<file path="config.mk">
export PLATFORM = sky130hd
export DESIGN_NAME = mux_rr_arbiter16
export DESIGN_NICKNAME = d
export VERILOG_FILES = /design/src/rtl/arb_pkg.sv /design/src/rtl/rr_pick16.sv /design/src/rtl/mux_rr_arbiter16.sv
export SDC_FILE = /design/constraint.sdc
export NUM_CORES = 1
export LEC_CHECK = 0
export BUFFER_PORTS_ARGS = -buffer_cell sky130_fd_sc_hd__buf_2
export CAP_MARGIN = 20
export CORE_MARGIN = 2
export CORE_UTILIZATION = 57
export CTS_CLUSTER_SIZE = 20
export DETAILED_ROUTE_END_ITERATION = 10
export PLACE_DENSITY = 0.79
export SLEW_MARGIN = 20
export SYNTH_ARGS = -nofsm -noshare
export SYNTH_HDL_FRONTEND = slang
export SYNTH_SLANG_ARGS = --single-unit
</file>
<file path="constraint.sdc">
create_clock -name clk -period 5.9 [get_ports clk]
set_clock_uncertainty 0.2 [all_clocks]
set_input_delay 0.885 -clock clk [delete_from_list [all_inputs] [get_ports clk]]
set_output_delay 0.885 -clock clk [all_outputs]
set_load 0.02 [all_outputs]
</file>
<file path="src/rtl/arb_pkg.sv">
// Shared types and constants for the 16-way round-robin mux arbiter.
// Holds requester count, select width, FSM state type and pointer reset value.
package arb_pkg;

   localparam int N_REQ = 16;
   localparam int SEL_W = 4;

   typedef enum logic {
      IDLE = 1'b0,
      BUSY = 1'b1
   } arb_state_t;

   // first search after reset starts at requester 0
   localparam logic [SEL_W-1:0] PTR_RST = 4'hF;

   function automatic logic [N_REQ-1:0] onehot(
      input logic [SEL_W-1:0] i
   );
      return {{(N_REQ-1){1'b0}}, 1'b1} << i;
   endfunction

endpackage

</file>
<file path="src/rtl/rr_pick16.sv">
// Round-robin winner search: first set bit of req & ~mask after ptr.
// Ports: req, ptr, mask in; any (some bit eligible), idx (winner) out.
module rr_pick16
   import arb_pkg::*;
(
   input  logic [N_REQ-1:0] req,
   input  logic [SEL_W-1:0] ptr,
   input  logic [N_REQ-1:0] mask,
   output logic             any,
   output logic [SEL_W-1:0] idx
);

   logic [N_REQ-1:0]   eff;
   logic [2*N_REQ-1:0] dbl;
   logic [N_REQ-1:0]   rot;
   logic [SEL_W-1:0]   start;
   logic [SEL_W-1:0]   off;

   assign eff   = req & ~mask;
   assign dbl   = {eff, eff};
   // wraps 15 -> 0; ptr itself lands in the last slot
   assign start = ptr + 1'b1;
   assign rot   = dbl[start +: N_REQ];

   // lowest set bit of the rotated vector wins
   always_comb begin
      off = '0;
      for (int i = N_REQ - 1; i >= 0; i--) begin
         if (rot[i]) off = SEL_W'(i);
      end
   end

   assign any = |eff;
   assign idx = start + off;

endmodule

</file>
<file path="src/rtl/mux_rr_arbiter16.sv">
// Round-robin owner of a shared 16:1 datapath mux; grants persist while held.
// Ports: clk, rst (sync, active-high), req[15:0] in;
//        gnt[15:0], gnt_vld, sel[3:0], tmo out (all registered).
// Macro ARB_HOLD_LIMIT_EN: revoke a grant after MAX_HOLD cycles, pulse tmo.
module mux_rr_arbiter16
   import arb_pkg::*;
#(
   parameter int MAX_HOLD = 255,
   parameter int CNT_W    = 8
)(
   input  logic             clk,
   input  logic             rst,
   input  logic [N_REQ-1:0] req,
   output logic [N_REQ-1:0] gnt,
   output logic             gnt_vld,
   output logic [SEL_W-1:0] sel,
   output logic             tmo
);

   localparam logic [CNT_W-1:0] HOLD_LAST = CNT_W'(MAX_HOLD - 1);

   arb_state_t       state;
   arb_state_t       state_nx;
   logic [SEL_W-1:0] ptr;
   logic [SEL_W-1:0] ptr_nx;
   logic [SEL_W-1:0] sel_nx;
   logic [SEL_W-1:0] win;
   logic [N_REQ-1:0] gnt_nx;
   logic [N_REQ-1:0] mask;
   logic             vld_nx;
   logic             any;
   logic             own_req;
   logic             expire;
   logic             grant_new;

   assign own_req = req[sel];

   // owner never re-wins on a handover; matters only on a forced revoke
   assign mask = (state == BUSY) ? onehot(sel) : '0;

   rr_pick16 u_pick (
      .req  (req),
      .ptr  (ptr),
      .mask (mask),
      .any  (any),
      .idx  (win)
   );

`ifdef ARB_HOLD_LIMIT_EN
   logic [CNT_W-1:0] cnt;

   assign expire = (state == BUSY) && own_req && (cnt == HOLD_LAST);

   always_ff @(posedge clk) begin
      if (rst) begin
         cnt <= '0;
      end else if (grant_new) begin
         cnt <= '0;
      end else if (state == BUSY) begin
         cnt <= cnt + 1'b1;
      end
   end

   always_ff @(posedge clk) begin
      if (rst) begin
         tmo <= 1'b0;
      end else begin
         tmo <= expire;
      end
   end
`else
   // hold limit compiled out: grants are unbounded
   assign expire = 1'b0 && (HOLD_LAST != '0);
   assign tmo    = 1'b0;
`endif

   always_comb begin
      state_nx  = state;
      gnt_nx    = gnt;
      vld_nx    = gnt_vld;
      sel_nx    = sel;
      ptr_nx    = ptr;
      grant_new = 1'b0;
      unique case (state)
         IDLE: begin
            if (any) grant_new = 1'b1;
         end
         BUSY: begin
            if (!own_req || expire) begin
               if (any) begin
                  grant_new = 1'b1;
               end else begin
                  state_nx = IDLE;
                  gnt_nx   = '0;
                  vld_nx   = 1'b0;
               end
            end
         end
         default: ;
      endcase
      if (grant_new) begin
         state_nx = BUSY;
         gnt_nx   = onehot(win);
         vld_nx   = 1'b1;
         sel_nx   = win;
         ptr_nx   = win;
      end
   end

   always_ff @(posedge clk) begin
      if (rst) begin
         state   <= IDLE;
         gnt     <= '0;
         gnt_vld <= 1'b0;
         sel     <= '0;
         ptr     <= PTR_RST;
      end else begin
         state   <= state_nx;
         gnt     <= gnt_nx;
         gnt_vld <= vld_nx;
         sel     <= sel_nx;
         ptr     <= ptr_nx;
      end
   end

endmodule

</file>
# Word level (Yosys, flattened, before mapping)
# Index checks and enable logic that the tools add are counted.
dict set report word_totals {
  register_bits 26
  latchBits 0
  ram_bits 0
  mem_bits_ro 0
  input_bits 18
  elab_cells 52
  memories 0
}
dict set report classes {
  add_sub_neg 2
  n_mul 0
  div_mod_pow 0
  n_lt_le_gt_ge 1
  n_eq_ne 2
  n_shift 3
  mux 33
  bitwise_logic 3
  reduce_logical 3
}
# operator count
set ops {}
lappend ops {{2-to-1 mux 16 bit} 5}
lappend ops {{2-to-1 mux 4 bit} 16}
lappend ops {{variable part select 32 x 5 -> 16 bit} 1}
lappend ops {{left shift 1 x 4 -> 16 bit (first input constant)} 2}
lappend ops {{AND 16 bit} 1}
lappend ops {{NOT 16 bit} 1}
lappend ops {{OR reduction 16 bit} 1}
lappend ops {{2-to-1 mux 1 bit} 10}
lappend ops {{less-than comparator 4 x 5 -> 1 bit (second input constant)} 1}
lappend ops {{adder 4 x 1 -> 4 bit (second input constant)} 1}
lappend ops {{adder 4 bit} 1}
lappend ops {{binary-select mux 1 bit (select 4 bit)} 1}
lappend ops {{inequality test 2 x 1 -> 1 bit (second input constant)} 2}
lappend ops {{AND reduction 3 bit} 1}
lappend ops {{one-hot mux 1 bit (2 select lines)} 1}
lappend ops {{nonzero test 2 bit} 1}
lappend ops {{NOT 1 bit} 1}

# Logic depth before layout (Yosys ltp)
dict set report logic_depth {
  ltp_word 24
  ltp_mapped 20
  depth_no_buf 17
}

# Cells and area by module
# Synthesis repeated with hierarchy kept, for this count alone.
dict set report unflattened {
  hier_cells 325
  area_unflattened_um2 3081.7
}
# module n_inst cells_each area_each_um2 seq_area_each_um2
set by_module_without_submodules {}
lappend by_module_without_submodules {rr_pick16 1 182 1751.7 0.0}
lappend by_module_without_submodules {mux_rr_arbiter16 1 143 1330.0 520.5}

# Worst setup path before layout
# OpenSTA, ideal clock, no wires.
dict set report synth_path {
  kind {register to register}
  start {register ptr[0]}
  end {register gnt[1]}
  setup_time_ps 60
  arrival_time_ps 4753
  slack_ps 887
  stages_incl_launch_ff 21
  path_buffers 3
  synth_period_minus_slack_ps 5013
  cell_sequence {dfxtp_1 > clkbuf_1 > nand3_1 > xor2_1 > buf_4 > buf_2 > mux4_2 > mux4_1 > nor3_1 > o32ai_1 > a21o_1 > a22oi_1 > a211o_1 > ha_1 > inv_1 > fa_1 > xor2_1 > nor3b_1 > nand2_1 > mux2i_1 > a32o_2}
}
dict set report synth_between {
  elab_chain_len 21
}
# item line
set synth_lines {}
lappend synth_lines {{start, declared} mux_rr_arbiter16.sv:24} ;# logic [SEL_W-1:0] ptr;
lappend synth_lines {{start signal, assigned} mux_rr_arbiter16.sv:122} ;# ptr <= ptr_nx;
lappend synth_lines {{adder 4 x 1 -> 4 bit (*)} rr_pick16.sv:22} ;# assign start = ptr + 1'b1;
lappend synth_lines {{variable part select 32 x 5 -> 16 bit} rr_pick16.sv:23} ;# assign rot = dbl[start +: N_REQ];
lappend synth_lines {{2-to-1 mux 4 bit (16 in a row)} rr_pick16.sv:29} ;# if (rot[i]) off = SEL_W'(i);
lappend synth_lines {{adder 4 bit (*)} rr_pick16.sv:34} ;# assign idx = start + off;
lappend synth_lines {{left shift 1 x 4 -> 16 bit (*)} arb_pkg.sv:19} ;# return {{(N_REQ-1){1'b0}}, 1'b1} << i;
lappend synth_lines {{2-to-1 mux 16 bit (*)} mux_rr_arbiter16.sv:101} ;# if (grant_new) begin
lappend synth_lines {{end signal, assigned} mux_rr_arbiter16.sv:119} ;# gnt <= gnt_nx;
lappend synth_lines {{end, declared} mux_rr_arbiter16.sv:14} ;# output logic [N_REQ-1:0] gnt,
# Mark *: on every way between the ends. The rest lies on a longest branch, timed or not.
# A chain may end at the register's enable or synchronous reset.

# Worst setup path in the final report
dict set report layout_path {
  start {register sel[1]}
  end {register gnt[9]}
}
dict set report layout_between {
  elab_chain_len 24
  elab_cells_between_ends 34
  classes_between {1 x add/sub; 2 x eq/ne; 3 x shift; 23 x mux; 2 x bitwise; 3 x reduce/logical}
}
# item line
set layout_lines {}
lappend layout_lines {{start, declared} mux_rr_arbiter16.sv:16} ;# output logic [SEL_W-1:0] sel,
lappend layout_lines {{start signal, assigned} mux_rr_arbiter16.sv:121} ;# sel <= sel_nx;
lappend layout_lines {{left shift 1 x 4 -> 16 bit} arb_pkg.sv:19}
lappend layout_lines {{2-to-1 mux 16 bit} mux_rr_arbiter16.sv:39} ;# assign mask = (state == BUSY) ? onehot(sel) : '0;
lappend layout_lines {{NOT 16 bit} rr_pick16.sv:19} ;# assign eff = req & ~mask;
lappend layout_lines {{AND 16 bit} rr_pick16.sv:19}
lappend layout_lines {{variable part select 32 x 5 -> 16 bit} rr_pick16.sv:23}
lappend layout_lines {{2-to-1 mux 4 bit (16 in a row)} rr_pick16.sv:29}
lappend layout_lines {{adder 4 bit} rr_pick16.sv:34}
lappend layout_lines {{left shift 1 x 4 -> 16 bit} arb_pkg.sv:19}
lappend layout_lines {{2-to-1 mux 16 bit} mux_rr_arbiter16.sv:101}
# Several ways; a longest one is shown, not always the timed one. The select of a mux whose other input is x is not followed.

==> impl_metrics.tcl <==
set metrics [dict create \
    status "finished clean" \
    antenna_left 0 \
    syn-instance-count 316 \
    fin_ws_ns 0.4623 \
    synthToLayoutAreaGrowth_pct 11.28 \
    synth-edff-count 0 \
    slew-limit-headroom_pct 37.08 \
    htreeDepth 1 \
    grt_use_met3_pct 3.481 \
    place_ws_ns 0.5776 \
    antenna_cells 0 \
    crit_type "flop to flop" \
    rsz0062_at_grt "false" \
    clock.fmax_ghz 0.1839 \
    drive_gt1_share_pct 26.09 \
    hold_buffers 0 \
    vias 2883 \
    pin_count 40 \
    overflow 0 \
    synth-seq-area-share_pct 18.25 \
    yosys_warnings 0 \
    nNetsFinal 369 \
    max_cap_violations 0 \
    clk_latency_ns 0.27 \
    initial_core_util_pct 59.58 \
    grt.busiest_layer "met2" \
    clk_pin_slew_ns 0.09 \
    cts-buffers-inserted 3 \
    die_w_um 74.73 \
    grt_usage_pct 30.35 \
    synth_most_common_cell "dfxtp_1" \
    place.gp.congestion 1.040 \
    setup_viol 0 \
    dpl.hpwl_um 6300 \
    die_h_um 74.73 \
    finalCriticalPeriod_ns 5.438 \
    cp_data_required_time_ns 5.92 \
    setup_tns_ns 0 \
    arrival_ns 5.46 \
    cts_sinks 26 \
    synthesis.area_mm2 0.002851 \
    synth_ff_type "dfxtp_1" \
    antenna_found_initial 0 \
    grt_max_degree 24 \
    synth_common_cells "dfxtp_1 (26), o21ai_0 (25), mux4_2 (23)" \
    finalCritPeriodShare_pct 92.16 \
    hold_viol 0 \
    stdcell_count 412 \
    fp-row-count 25 \
    synthesis.nets 339 \
    port_buffers 38 \
    worst_pin_slew_ns 0.9403 \
    yosysTopAreaCellShare_pct 18.25 \
    maxSlewViolCount 0 \
    hold_class "flop to flop" \
    fillCellCount 409 \
    cts_setup_buffers 0 \
    dieArea_mm2 0.005585 \
    core-area_mm2 0.004786 \
    synthArstFlopShare_pct 0 \
    root_buffer "clkbuf_8" \
    synth_top_cell_by_area "dfxtp_1" \
    grt_pass1_vias 2620 \
    remaining_drc_errors 0 \
    wl_per_cell_um 19.46 \
    use_met1_pct 41.75 \
    routed_wirelength_um 8019 \
    grt_first_pass_wirelength_um 13010 \
    gr-usage-met2_pct 49.07 \
    synth-seq-cells 26 \
    place_inst 408 \
    startpoint_type "flop" \
    cts_tree "built" \
    synth_cell_types 62 \
    netlist_top_cells_area "dfxtp_1 (18%), mux4_2 (18%), mux2i_1 (5.3%)" \
    avgSynthCellArea_um2 9.024 \
    drtIter0Drc 337 \
    vias_per_cell 6.998 \
    crit_path_end_kind "flop" \
    clk_path_buf_depth 2 \
    dr.pass1.iters 5 \
    worstPathMaxFanout 12 \
    cts_resized 0 \
]
## flip-flops by register name, summed over array words and instances, names as in the netlist
register,cells
gnt,16
sel,4
gnt_vld,1
state,1
ptr,4
## logic make-up after synthesis
logic type	share of synthesized area, %
AND/OR/NAND/NOR	15.62
multiplexers	27.78
other	0.1315
buffers and inverters	4.607
XOR/XNOR	1.536
AO/OA/AOI/OAI	29.62
flip-flops	18.25
adder cells (fa/ha/maj)	2.457
## layer usage
layer | wire, um | vias to the layer above
li1 | - | 1321
met1 | 3294 | 1388
met2 | 3877 | 151
met3 | 612 | 23
met4 | 234 | 0
met5 | 0 | -
## layout by cell type (no fill, tap or decap), types with 5 or more instances in the layout
cell type,count
o21a_1,17
nand4_1,8
o21ai_0,23
a22o_1,13
buf_4,7
a21oi_1,17
mux2i_1,15
mux2_2,5
nor2_1,22
nand3_1,8
buf_2,38
nand2_1,20
a211oi_1,5
dfxtp_1,26
inv_1,6
mux4_2,23
## final timing paths
check             cells past startpoint                  from  slack [ns]                   end
setup / recovery                     17   sel[1]$_SDFFE_PP0P_        0.46   gnt[9]$_SDFFE_PP0P_
hold / removal                        2  gnt_vld$_SDFFE_PP0P_        0.28  gnt_vld$_SDFFE_PP0P_
setup reg to reg                     17   sel[1]$_SDFFE_PP0P_        0.46   gnt[9]$_SDFFE_PP0P_
hold reg to reg                       2  gnt_vld$_SDFFE_PP0P_        0.28  gnt_vld$_SDFFE_PP0P_
## through the flow
stage / area [um2] / utilization [%] / hold WS [ns]
4_1_cts: 3172 / 66.27 / 0.2793
6_report: 3173 / 66.30 / 0.2793
5_1_grt: 3173 / 66.30 / 0.3083
3_5_place_dp: 3100 / 64.78 / 0.2578
3_3_place_gp: 3100 / 64.78 / 0.2500
2_1_floorplan: 2851 / - / 0.2637
## area by class of cell
cell class                 instances  area [um2]  share of cell area, %
clock buffer                       3       41.29                  1.301
clock inverter                     1       30.03                 0.9464
inverter                           7       26.28                 0.8281
multi-input combinational        262        2208                  69.60
sequential                        26       520.5                  16.40
tap                               67       83.83                  2.642
timing repair buffer              46       262.8                  8.281
## worst max-delay path: stages, from the launching register on
cell,delay [ns]
dfxtp_1,0.62
nand3_1,0.33
o21a_1,0.32
mux4_2,0.55
mux4_1,0.55
nor3_1,0.19
o32ai_1,0.15
a21o_1,0.20
a22oi_1,0.21
a211o_1,0.17
ha_1,0.16
inv_1,0.07
fa_1,0.40
xor2_1,0.26
nor3b_1,0.32
nand2_1,0.12
mux2i_1,0.34
a32o_1,0.22
Power is left out: the tool's default activity adds up to more than one toggle a clock period on the data nets, which glitch-free logic cannot reach.
